===== src/rtl/fetch_pkg.sv =====
// Shared types and constants for the instruction fetch stage.
package fetch_pkg;

    typedef enum logic [1:0] {
        BOOT,
        RUN,
        FLUSH
    } fetch_state_e;

    localparam int unsigned INSN_W   = 32;
    localparam logic [31:0] NOP_INSN = 32'h0000_0013;
    localparam int unsigned PC_STEP  = 4;

    function automatic logic is_nop(input logic [INSN_W-1:0] insn);
        return insn == NOP_INSN;
    endfunction

endpackage


===== src/rtl/fetch_fifo.sv =====
// Small FIFO with synchronous flush; the head entry is read straight from storage.
module fetch_fifo #(
    parameter int unsigned WIDTH = 32,
    parameter int unsigned DEPTH = 2
) (
    input  logic                       clk,
    input  logic                       rst_n,
    input  logic                       push,
    input  logic [WIDTH-1:0]           push_data,
    input  logic                       pop,
    input  logic                       flush,
    output logic [WIDTH-1:0]           head,
    output logic [$clog2(DEPTH+1)-1:0] count,
    output logic                       full,
    output logic                       empty
);

    localparam int unsigned   CW   = $clog2(DEPTH + 1);
    localparam int unsigned   PW   = (DEPTH > 1) ? $clog2(DEPTH) : 1;
    localparam logic [PW-1:0] LAST = PW'(DEPTH - 1);

    logic [WIDTH-1:0] mem [DEPTH];
    logic [PW-1:0]    rd_ptr;
    logic [PW-1:0]    wr_ptr;
    logic             do_push;
    logic             do_pop;

    function automatic logic [PW-1:0] bump(input logic [PW-1:0] p);
        return (p == LAST) ? '0 : p + PW'(1);
    endfunction

    assign empty   = (count == '0);
    assign full    = (count == CW'(DEPTH));
    assign do_pop  = pop & ~empty;
    assign do_push = push & (~full | do_pop);
    assign head    = mem[rd_ptr];

    always_ff @(posedge clk or negedge rst_n) begin
        if (!rst_n) begin
            rd_ptr <= '0;
            wr_ptr <= '0;
            count  <= '0;
            for (int unsigned i = 0; i < DEPTH; i++) begin
                mem[i] <= '0;
            end
        end else if (flush) begin
            rd_ptr <= '0;
            wr_ptr <= '0;
            count  <= '0;
        end else begin
            if (do_push) begin
                mem[wr_ptr] <= push_data;
                wr_ptr      <= bump(wr_ptr);
            end
            if (do_pop) begin
                rd_ptr <= bump(rd_ptr);
            end
            if (do_push && !do_pop) begin
                count <= count + CW'(1);
            end else if (!do_push && do_pop) begin
                count <= count - CW'(1);
            end
        end
    end

endmodule


===== src/rtl/fetch_unit.sv =====
// Instruction fetch: issues word requests under a credit cap, tags returns with their
// address and queues them for decode; redirects discard buffered and in-flight words.
module fetch_unit
    import fetch_pkg::*;
#(
    parameter int unsigned  N        = 32,
    parameter logic [N-1:0] RESET_PC = '0,
    parameter int unsigned  DEPTH    = 2
) (
    input  logic              clk,
    input  logic              rst_n,
    output logic              imem_req_valid,
    input  logic              imem_req_ready,
    output logic [N-1:0]      imem_req_addr,
    input  logic              imem_rsp_valid,
    input  logic [INSN_W-1:0] imem_rsp_data,
    input  logic              redirect_valid,
    input  logic [N-1:0]      redirect_pc,
    output logic              dec_valid,
    input  logic              dec_ready,
    output logic [INSN_W-1:0] dec_opcode,
    output logic [N-1:0]      dec_pc
);

    localparam int unsigned CW  = $clog2(DEPTH + 1);
    localparam logic [CW:0] CAP = (CW + 1)'(DEPTH);

    fetch_state_e        state;
    logic [N-1:0]        pc;
    logic [CW-1:0]       outstanding;
    logic [CW-1:0]       outstanding_nx;
    logic [CW-1:0]       drop_cnt;
    logic [CW-1:0]       drop_nx;
    logic [CW-1:0]       buf_count;
    logic [CW-1:0]       tag_count;
    logic                buf_full;
    logic                buf_empty;
    logic                tag_full;
    logic                tag_empty;
    logic [N-1:0]        tag_head;
    logic [INSN_W+N-1:0] buf_head;
    logic                req_fire;
    logic                rsp_take;
    logic                rsp_push;
    logic                dec_pop;
    logic [N-1:0]        redirect_tgt;

    assign imem_req_valid = (state == RUN) && (({1'b0, outstanding} + {1'b0, buf_count}) < CAP);
    assign imem_req_addr  = pc;
    assign req_fire       = imem_req_valid & imem_req_ready;
    assign rsp_take       = imem_rsp_valid & (outstanding != '0);
    // A word is stale while a flush is draining and also when it lands in a redirect cycle.
    assign rsp_push       = rsp_take & (drop_cnt == '0) & ~redirect_valid;
    assign dec_valid      = ~buf_empty;
    assign dec_pop        = dec_valid & dec_ready;
    assign dec_opcode     = buf_head[INSN_W-1:0];
    assign dec_pc         = buf_head[INSN_W +: N];
    assign redirect_tgt   = redirect_pc & ~N'(3);

    always_comb begin
        outstanding_nx = outstanding;
        if (req_fire && !rsp_take) begin
            outstanding_nx = outstanding + CW'(1);
        end else if (!req_fire && rsp_take) begin
            outstanding_nx = outstanding - CW'(1);
        end
        drop_nx = drop_cnt;
        if (rsp_take && (drop_cnt != '0)) begin
            drop_nx = drop_cnt - CW'(1);
        end
    end

    always_ff @(posedge clk or negedge rst_n) begin
        if (!rst_n) begin
            state       <= BOOT;
            pc          <= RESET_PC;
            outstanding <= '0;
            drop_cnt    <= '0;
        end else begin
            outstanding <= outstanding_nx;
            case (state)
                BOOT: begin
                    state <= RUN;
                    if (redirect_valid) begin
                        pc <= redirect_tgt;
                    end
                end
                RUN, FLUSH: begin
                    if (redirect_valid) begin
                        pc       <= redirect_tgt;
                        drop_cnt <= outstanding_nx;
                        state    <= (outstanding_nx != '0) ? FLUSH : RUN;
                    end else if (state == RUN) begin
                        if (req_fire) begin
                            pc <= pc + N'(PC_STEP);
                        end
                    end else begin
                        drop_cnt <= drop_nx;
                        if (drop_nx == '0) begin
                            state <= RUN;
                        end
                    end
                end
                default: state <= BOOT;
            endcase
        end
    end

    fetch_fifo #(
        .WIDTH (N),
        .DEPTH (DEPTH)
    ) u_tag_fifo (
        .clk       (clk),
        .rst_n     (rst_n),
        .push      (req_fire),
        .push_data (pc),
        .pop       (rsp_take),
        .flush     (1'b0),
        .head      (tag_head),
        .count     (tag_count),
        .full      (tag_full),
        .empty     (tag_empty)
    );

    fetch_fifo #(
        .WIDTH (INSN_W + N),
        .DEPTH (DEPTH)
    ) u_buf_fifo (
        .clk       (clk),
        .rst_n     (rst_n),
        .push      (rsp_push),
        .push_data ({tag_head, imem_rsp_data}),
        .pop       (dec_pop),
        .flush     (redirect_valid),
        .head      (buf_head),
        .count     (buf_count),
        .full      (buf_full),
        .empty     (buf_empty)
    );

    a_rsp_has_owner: assert property (@(posedge clk) disable iff (!rst_n)
        imem_rsp_valid |-> !tag_empty);
    a_tag_tracks: assert property (@(posedge clk) disable iff (!rst_n)
        tag_count == outstanding);
    a_tag_no_ovf: assert property (@(posedge clk) disable iff (!rst_n)
        !(tag_full && req_fire && !rsp_take));
    a_buf_no_ovf: assert property (@(posedge clk) disable iff (!rst_n)
        !(buf_full && rsp_push && !dec_pop));

endmodule

===== config.mk =====
export PLATFORM = sky130hd
export DESIGN_NAME = fetch_unit
export DESIGN_NICKNAME = d
export VERILOG_FILES = /design/src/rtl/fetch_pkg.sv /design/src/rtl/fetch_fifo.sv /design/src/rtl/fetch_unit.sv
export SDC_FILE = /design/constraint.sdc
export NUM_CORES = 1
export LEC_CHECK = 0
export CAP_MARGIN = 20
export CORE_MARGIN = 2
export CORE_UTILIZATION = 39
export CTS_BUF_LIST = sky130_fd_sc_hd__clkbuf_4 sky130_fd_sc_hd__clkbuf_8
export CTS_CLUSTER_SIZE = 40
export DETAILED_ROUTE_END_ITERATION = 10
export DONT_BUFFER_PORTS = 1
export PLACE_DENSITY = 0.57
export SLEW_MARGIN = 5
export SYNTH_ARGS = -nofsm -noshare
export SYNTH_HDL_FRONTEND = slang
export SYNTH_HIERARCHICAL = 1
export SYNTH_SLANG_ARGS = --single-unit

===== constraint.sdc =====
create_clock -name clk -period 2.75 [get_ports clk]
set_input_delay 0.55 -clock clk [delete_from_list [all_inputs] [get_ports clk]]
set_output_delay 0.55 -clock clk [all_outputs]
set_load 0.02 [all_outputs]

==> flow_summary_export.csv, run 1 <==
group,metric,value,unit
floorplanning,start_util,39.8,%
timing,min_period_over_period,94.8,%
timing,min_period,2.61,ns
timing,setup_ws,0.144,ns
drt,drtIter0Drc,419,
clock_tree,cts_tree,"yes",
worst_setup_path,arrival,3.02,ns
worst_setup_path,startpoint_type,"flip-flop",
synth,synth_sequential_area_ratio,51.4,%
clock_tree,clk_latency,0.54,ns
drt,routed_via_density,5.27,
drt,wl,26500,µm
drt,vias,6946,
worst_setup_path,worstSetupEndpointType,"flip-flop",
run,cap_violations,0,
finish,seqCellArea,0.00591,mm²
outcome,status,"finished, violations left",
synth,synthArstFlopShare,100,%
floorplanning,dieWidth,176,µm
floorplanning,rows,62,
power_and_ir_drop,fin_total_pwr,14.4,mW
worst_setup_path,crit_fanout,26,
synth,synth_seq_cells,236,
clock_tree,cts.sinks,236,
power_and_ir_drop,ir_worst_vdd,435,µV
floorplanning,die_height,176,µm
drt,first_pass_iters,4,
finish,drive_gt1_share,45.4,%
timing,slew_headroom,59.3,%
floorplanning,design.core.area,0.0289,mm²
synth,avgSynthCellArea,13.4,µm²
finish,area_delta_synth_final,13.3,%
power_and_ir_drop,leakage,6.16,nW
drt,drt-wirelength-per-cell,20.1,µm
finish,antenna_cells,0,
synth,synthTopCellsByArea,"dfrtp_1 51%, mux2_2 21%, mux2_4 10%, a21oi_1 1.6%, o21ai_0 1.6%",
grt,antenna_found_initial,0,
timing,finalSetupTns,0,ns
synth,synth_cells,858,
timing,setup_violations,0,
clock_tree,cts_resized,0,
finish,multiInputGateArea,0.00527,mm²
clock_tree,h-tree-depth,2,
synth,ys.flop_type,"dfrtp_1",
finish,final_cell_mix,"234 x dfrtp_1, 210 x mux2_2, 78 x mux2_4",
grt,grt_overflow,0,
timing,finalHoldViolations,236,
finish,fin_nets,981,
floorplanning,dieArea,0.0308,mm²
outcome,violations,"hold timing",
synth,syn_area,0.0115,mm²
grt,grt_pass1_vias,7387,
place,post-dp-hpwl,17000,µm
worst_setup_path,worstPathRequired,3.16,ns
floorplanning,pin_count,168,
grt,grt_max_degree,237,
clock_tree,cts.root.buffer_cell,"clkbuf_8",
place,port_buffers,0,
clock_tree,clkSlewWorstSetupHoldPaths,0.06,ns
timing,max_freq,384,MHz
finish,final_core_util,45.1,%
synth,synth_top_area_share,51.4,%
synth,synth_edf_count,0,
clock_tree,clock_path_buffers,3,
finish,nFillCells,2646,
synth,yosysTopAreaCell,"dfrtp_1",
min_path,hold_class,"in2async",
timing,drv_slew,0,
timing,rsz0062_at_grt,"no",
synth,post_synth_num_cell_types,60,
power_and_ir_drop,p_per_area,1110,mW/mm²
place,dp_slack,0.148,ns
timing,finClkSkew,0.0212,ns
timing,holdWs,-0.271,ns
worst_setup_path,crit_type,"reg2reg",
grt,grt_pass1_wl,42800,µm
synth,synth.yosys.warnings,6,
grt,gr-usage-all-layers,17.4,%
finish,final_common_cell,"dfrtp_1",
timing,tightestPinTransition,0.602,ns
place,gp_congestion,0.793,
drt,antenna_left,0,
clock_tree,numCtsBuffers,44,
drt,drc,0,
clock_tree,post_cts_buffers,0,
==> cell type report <==
| type | count | share of cell area, % |
|---|---|---|
| Clock buffer | 70 | 6.68 |
| Clock inverter | 6 | 0.279 |
| Inverter | 17 | 0.490 |
| Multi-Input combinational cell | 567 | 40.5 |
| Sequential cell | 236 | 45.4 |
| Tap cell | 384 | 3.69 |
| Timing Repair Buffer | 38 | 2.96 |
==> final timing paths <==
path	startpoint	end	slack (ns)	cells past startpoint
worst max register to register	outstanding[0]	u_tag_fifo/mem[60]	0.14	7
min in group clk	redirect_valid	u_buf_fifo/rd_ptr	0.06	1
worst min register to register	u_buf_fifo/mem[63]	u_buf_fifo/mem[63]	0.50	1
worst min-delay path	rst_n	imem_req_addr[2]	-0.27	0
worst max-delay path	outstanding[0]	u_tag_fifo/mem[60]	0.14	7
max in group asynchronous	rst_n	u_buf_fifo/mem[72]	2.74	0
==> where the power goes <==
part	switching, mW	internal (mW)
registers	1.20	4.70
clock network	1.46	2.00
logic	2.55	2.50
total	5.21	9.20
==> logic make-up (layout without fill, tap and decap cells) <==
group                    Yosys count  after routing  share of synthesized area, %
multiplexers                     292            292                          31.1
AND/OR/NAND/NOR                  128            128                          6.21
AO/OA/AOI/OAI                    124            124                          6.79
buffers and inverters             66            131                          3.26
flip-flops                       236            236                          51.4
XOR/XNOR                           4              4                         0.305
adder cells (fa/ha/maj)            7              7                         0.828
other                              1             12                        0.0327
==> Yosys cell counts, types with 6 or more instances <==
master	count
o22ai_1	8
inv_1	17
buf_2	14
nor2b_1	7
nand3_1	19
ha_1	6
o21ai_0	37
mux2_4	78
nand2b_1	9
a2bb2oi_1	7
dfrtp_1	236
and3_1	8
clkbuf_1	22
nand2_1	30
a21oi_1	37
buf_6	7
nor3_1	7
nor2_1	20
mux2_2	210
==> worst max-delay path: stages (launching register included) <==
cell and delay (ns):
dfrtp_1 0.37, and2_1 0.17, fa_1 0.44, nand4bb_1 0.22, inv_1 0.10, or4b_2 0.65
buf_12 0.22, mux2_4 0.31
==> state kept, by name (all words and copies together) (netlist names) <==
signal and count:
u_tag_fifo/mem 64, u_tag_fifo/count 2, u_buf_fifo/wr_ptr 1, state 2, imem_req_addr 30, u_buf_fifo/count 2, u_tag_fifo/rd_ptr 1, u_buf_fifo/mem 128
u_tag_fifo/wr_ptr 1, u_buf_fifo/rd_ptr 1, outstanding 2, drop_cnt 2
==> metal layers <==
| metal | GRT usage, % | wire, µm |
|---|---|---|
| met2 | 28.2 | 12400 |
| met5 | 0 | 0 |
| met4 | 5.48 | 666 |
| met3 | 4.35 | 1400 |
| met1 | 23.1 | 12100 |
==> through the flow <==
| step | instances | instance area, µm² |
|---|---|---|
| 2_1_floorplan | 869 | 11500 |
| 3_3_place_gp | 1242 | 12100 |
| 3_5_place_dp | 1242 | 12100 |
| 4_1_cts | 1318 | 13000 |
| 5_1_grt | 1318 | 13000 |
| 6_report | 1318 | 13000 |
Power figures use the tool's default switching activity.
==> run 2: changes to the inputs <==
- SLEW_MARGIN: 5 -> 40
==> results of run 2 <==
Same layout as run 1: the final DEF is identical, and so are final timing and power.
==> run 3: changes to the inputs <==
- PLACE_DENSITY: 0.57 -> unset
- PLACE_DENSITY_LB_ADDON: unset -> 0.25
==> run 3 against run 2 <==
The flow still finishes with violations (hold timing); die area did not move; clock skew fell by 0.0089 ns; via count rose by 1.4%; hold slack got worse by 0.0033 ns; cell count rose by 0.23%; flip-flop and latch count did not move; clock-buffer cell count fell by 6; routed wire length fell by 0.31%; non-clock buffer count rose by 1; first-iteration DRC count fell by 17%; sequential share of layout area fell by 0.38 points; critical path type unchanged; critical endpoint is now u_tag_fifo/mem[34]; highest routed layer unchanged.
==> flow_summary_export.csv, run 3 (synthesis results as in run 1) <==
group,metric,value,unit
outcome,status,"finished, violations left",
outcome,violations,"hold timing",
floorplanning,start_util,39.8,%
finish,antenna_cells,0,
grt,grt_pass1_vias,7206,
finish,drive_gt1_share,45.7,%
worst_setup_path,slowest_stage,"or4b_2",
finish,final_cell_mix,"234 x dfrtp_1, 210 x mux2_2, 78 x mux2_4",
clock_tree,post_cts_buffers,0,
floorplanning,dieWidth,176,µm
floorplanning,die_height,176,µm
clock_tree,clkSlewWorstSetupHoldPaths,0.06,ns
timing,slew_headroom,59.6,%
worst_setup_path,cp_num_buf_inv,2,
place,post-dp-hpwl,16800,µm
worst_setup_path,r2r-start,"outstanding[0]",
finish,largest_register_ffs,128,
finish,final_common_cell,"dfrtp_1",
finish,area_delta_synth_final,14.3,%
floorplanning,pin_count,168,
power_and_ir_drop,p_per_area,1130,mW/mm²
timing,finalSetupTns,0,ns
worst_setup_path,critPathLaunch,"outstanding[0]",
timing,max_freq,374,MHz
timing,min_period_over_period,97.2,%
worst_setup_path,crit_fanout,11,
timing,drv_slew,0,
worst_setup_path,cpLargestDelayFamily,"simple AND/OR/NAND/NOR gates",
clock_tree,h-tree-depth,2,
clock_tree,clock_path_buffers,3,
clock_tree,cts.sinks,236,
worst_setup_path,worstPathRequired,3.16,ns
worst_setup_path,max_stage_delay,0.64,ns
grt,gr-usage-all-layers,17.2,%
grt,grt_pass1_wl,42000,µm
worst_setup_path,worstSetupEndpointType,"flip-flop",
clock_tree,clk_latency,0.54,ns
floorplanning,design.core.area,0.0289,mm²
timing,finClkSkew,0.0124,ns
power_and_ir_drop,ir_worst_vdd,447,µV
place,gp_congestion,0.814,
drt,drc,0,
timing,setup_violations,0,
drt,first_pass_iters,5,
drt,routed_via_density,5.33,
power_and_ir_drop,fin_total_pwr,14.8,mW
drt,drt-wirelength-per-cell,20.0,µm
floorplanning,dieArea,0.0308,mm²
clock_tree,cts.root.buffer_cell,"clkbuf_8",
grt,grt_overflow,0,
drt,wl,26400,µm
worst_setup_path,startpoint_type,"flip-flop",
worst_setup_path,crit_type,"reg2reg",
run,cap_violations,0,
grt,antenna_found_initial,0,
timing,tightestPinTransition,0.598,ns
finish,fin_nets,981,
clock_tree,numCtsBuffers,43,
power_and_ir_drop,leakage,6.21,nW
min_path,hold_class,"in2async",
grt,grt_max_degree,237,
clock_tree,cts_tree,"yes",
finish,top_register,"u_buf_fifo/mem",
drt,drtIter0Drc,347,
worst_setup_path,path_cells,"and2_1 > fa_1 > nand4bb_4 > inv_1 > or4b_2 > buf_4 > mux2_4",
floorplanning,rows,62,
finish,nFillCells,2646,
place,port_buffers,0,
drt,vias,7040,
timing,holdWs,-0.274,ns
drt,antenna_left,0,
worst_setup_path,arrival,3.09,ns
timing,finalHoldViolations,236,
timing,rsz0062_at_grt,"no",
timing,min_period,2.67,ns
## run 3: cell count changes in the layout (fill, tap and decap cells not counted), sizes merged
cell / delta
inv: -1
clkinv: +6
clkinvlp: -1
clkbuf: -6
bufinv: +4
buf: +1
## run 3: per-stage QoR
step / setup WS (ns) / hold slack [ns] / util (%) / cell area (µm²) / cells
5_1_grt: 0.00109 / -0.314 / 45.5 / 13100 / 1321
4_1_cts: 0.0415 / -0.313 / 45.4 / 13100 / 1321
2_1_floorplan: 0.00436 / 0.254 / - / 11500 / 869
3_5_place_dp: 0.0683 / 0.269 / 42.0 / 12100 / 1243
6_report: 0.0773 / -0.274 / 45.5 / 13100 / 1321
3_3_place_gp: 0.0850 / 0.270 / 42.0 / 12100 / 1243
## run 3: cell type report
class | instances | area (µm²) | share of cell area (%)
tap | 384 | 480 | 3.66
clock inverter | 14 | 174 | 1.33
multi-input combinational | 567 | 5290 | 40.3
clock buffer | 64 | 818 | 6.23
timing repair buffer | 39 | 393 | 2.99
inverter | 17 | 63.8 | 0.486
sequential | 236 | 5910 | 45.0
## run 3: routing by layer
metal  track usage [%]  share of wire [%]  vias up
li1                  -                  -     3238
met1              23.0                 45     3565
met2              26.9                 46      177
met3              4.74                6.0       60
met4              6.30                3.3        0
met5                 0                  0        -
## run 3: power by group
part	switching (mW)	internal, mW	leakage [nW]
logic	2.62	2.53	2.62
registers	1.14	4.70	3.06
clock network	1.50	2.29	0.530
## run 3: worst paths after layout
path	endpoint	slack [ns]	cells after the start
worst max register to register	u_tag_fifo/mem[34]	0.08	7
max in group asynchronous	u_buf_fifo/mem[8]	2.56	0
min in group clk	u_buf_fifo/rd_ptr	0.08	1
worst min-delay path	imem_req_addr[6]	-0.27	0
worst min register to register	u_buf_fifo/mem[46]	0.50	1
worst max-delay path	u_tag_fifo/mem[34]	0.08	7
## run 3: worst reg2reg max path: stages (launching register included)
cell and delay, ns:
dfrtp_1 0.38, and2_1 0.17, fa_1 0.47, nand4bb_4 0.23, inv_1 0.09, or4b_2 0.64
buf_4 0.25, mux2_4 0.32
## run 3: timing repair
item / CTS / global route
setup endpoints to repair: 0 / 27
endpoints found under the hold margin: 236 / 236
gates resized for setup: 0 / 1
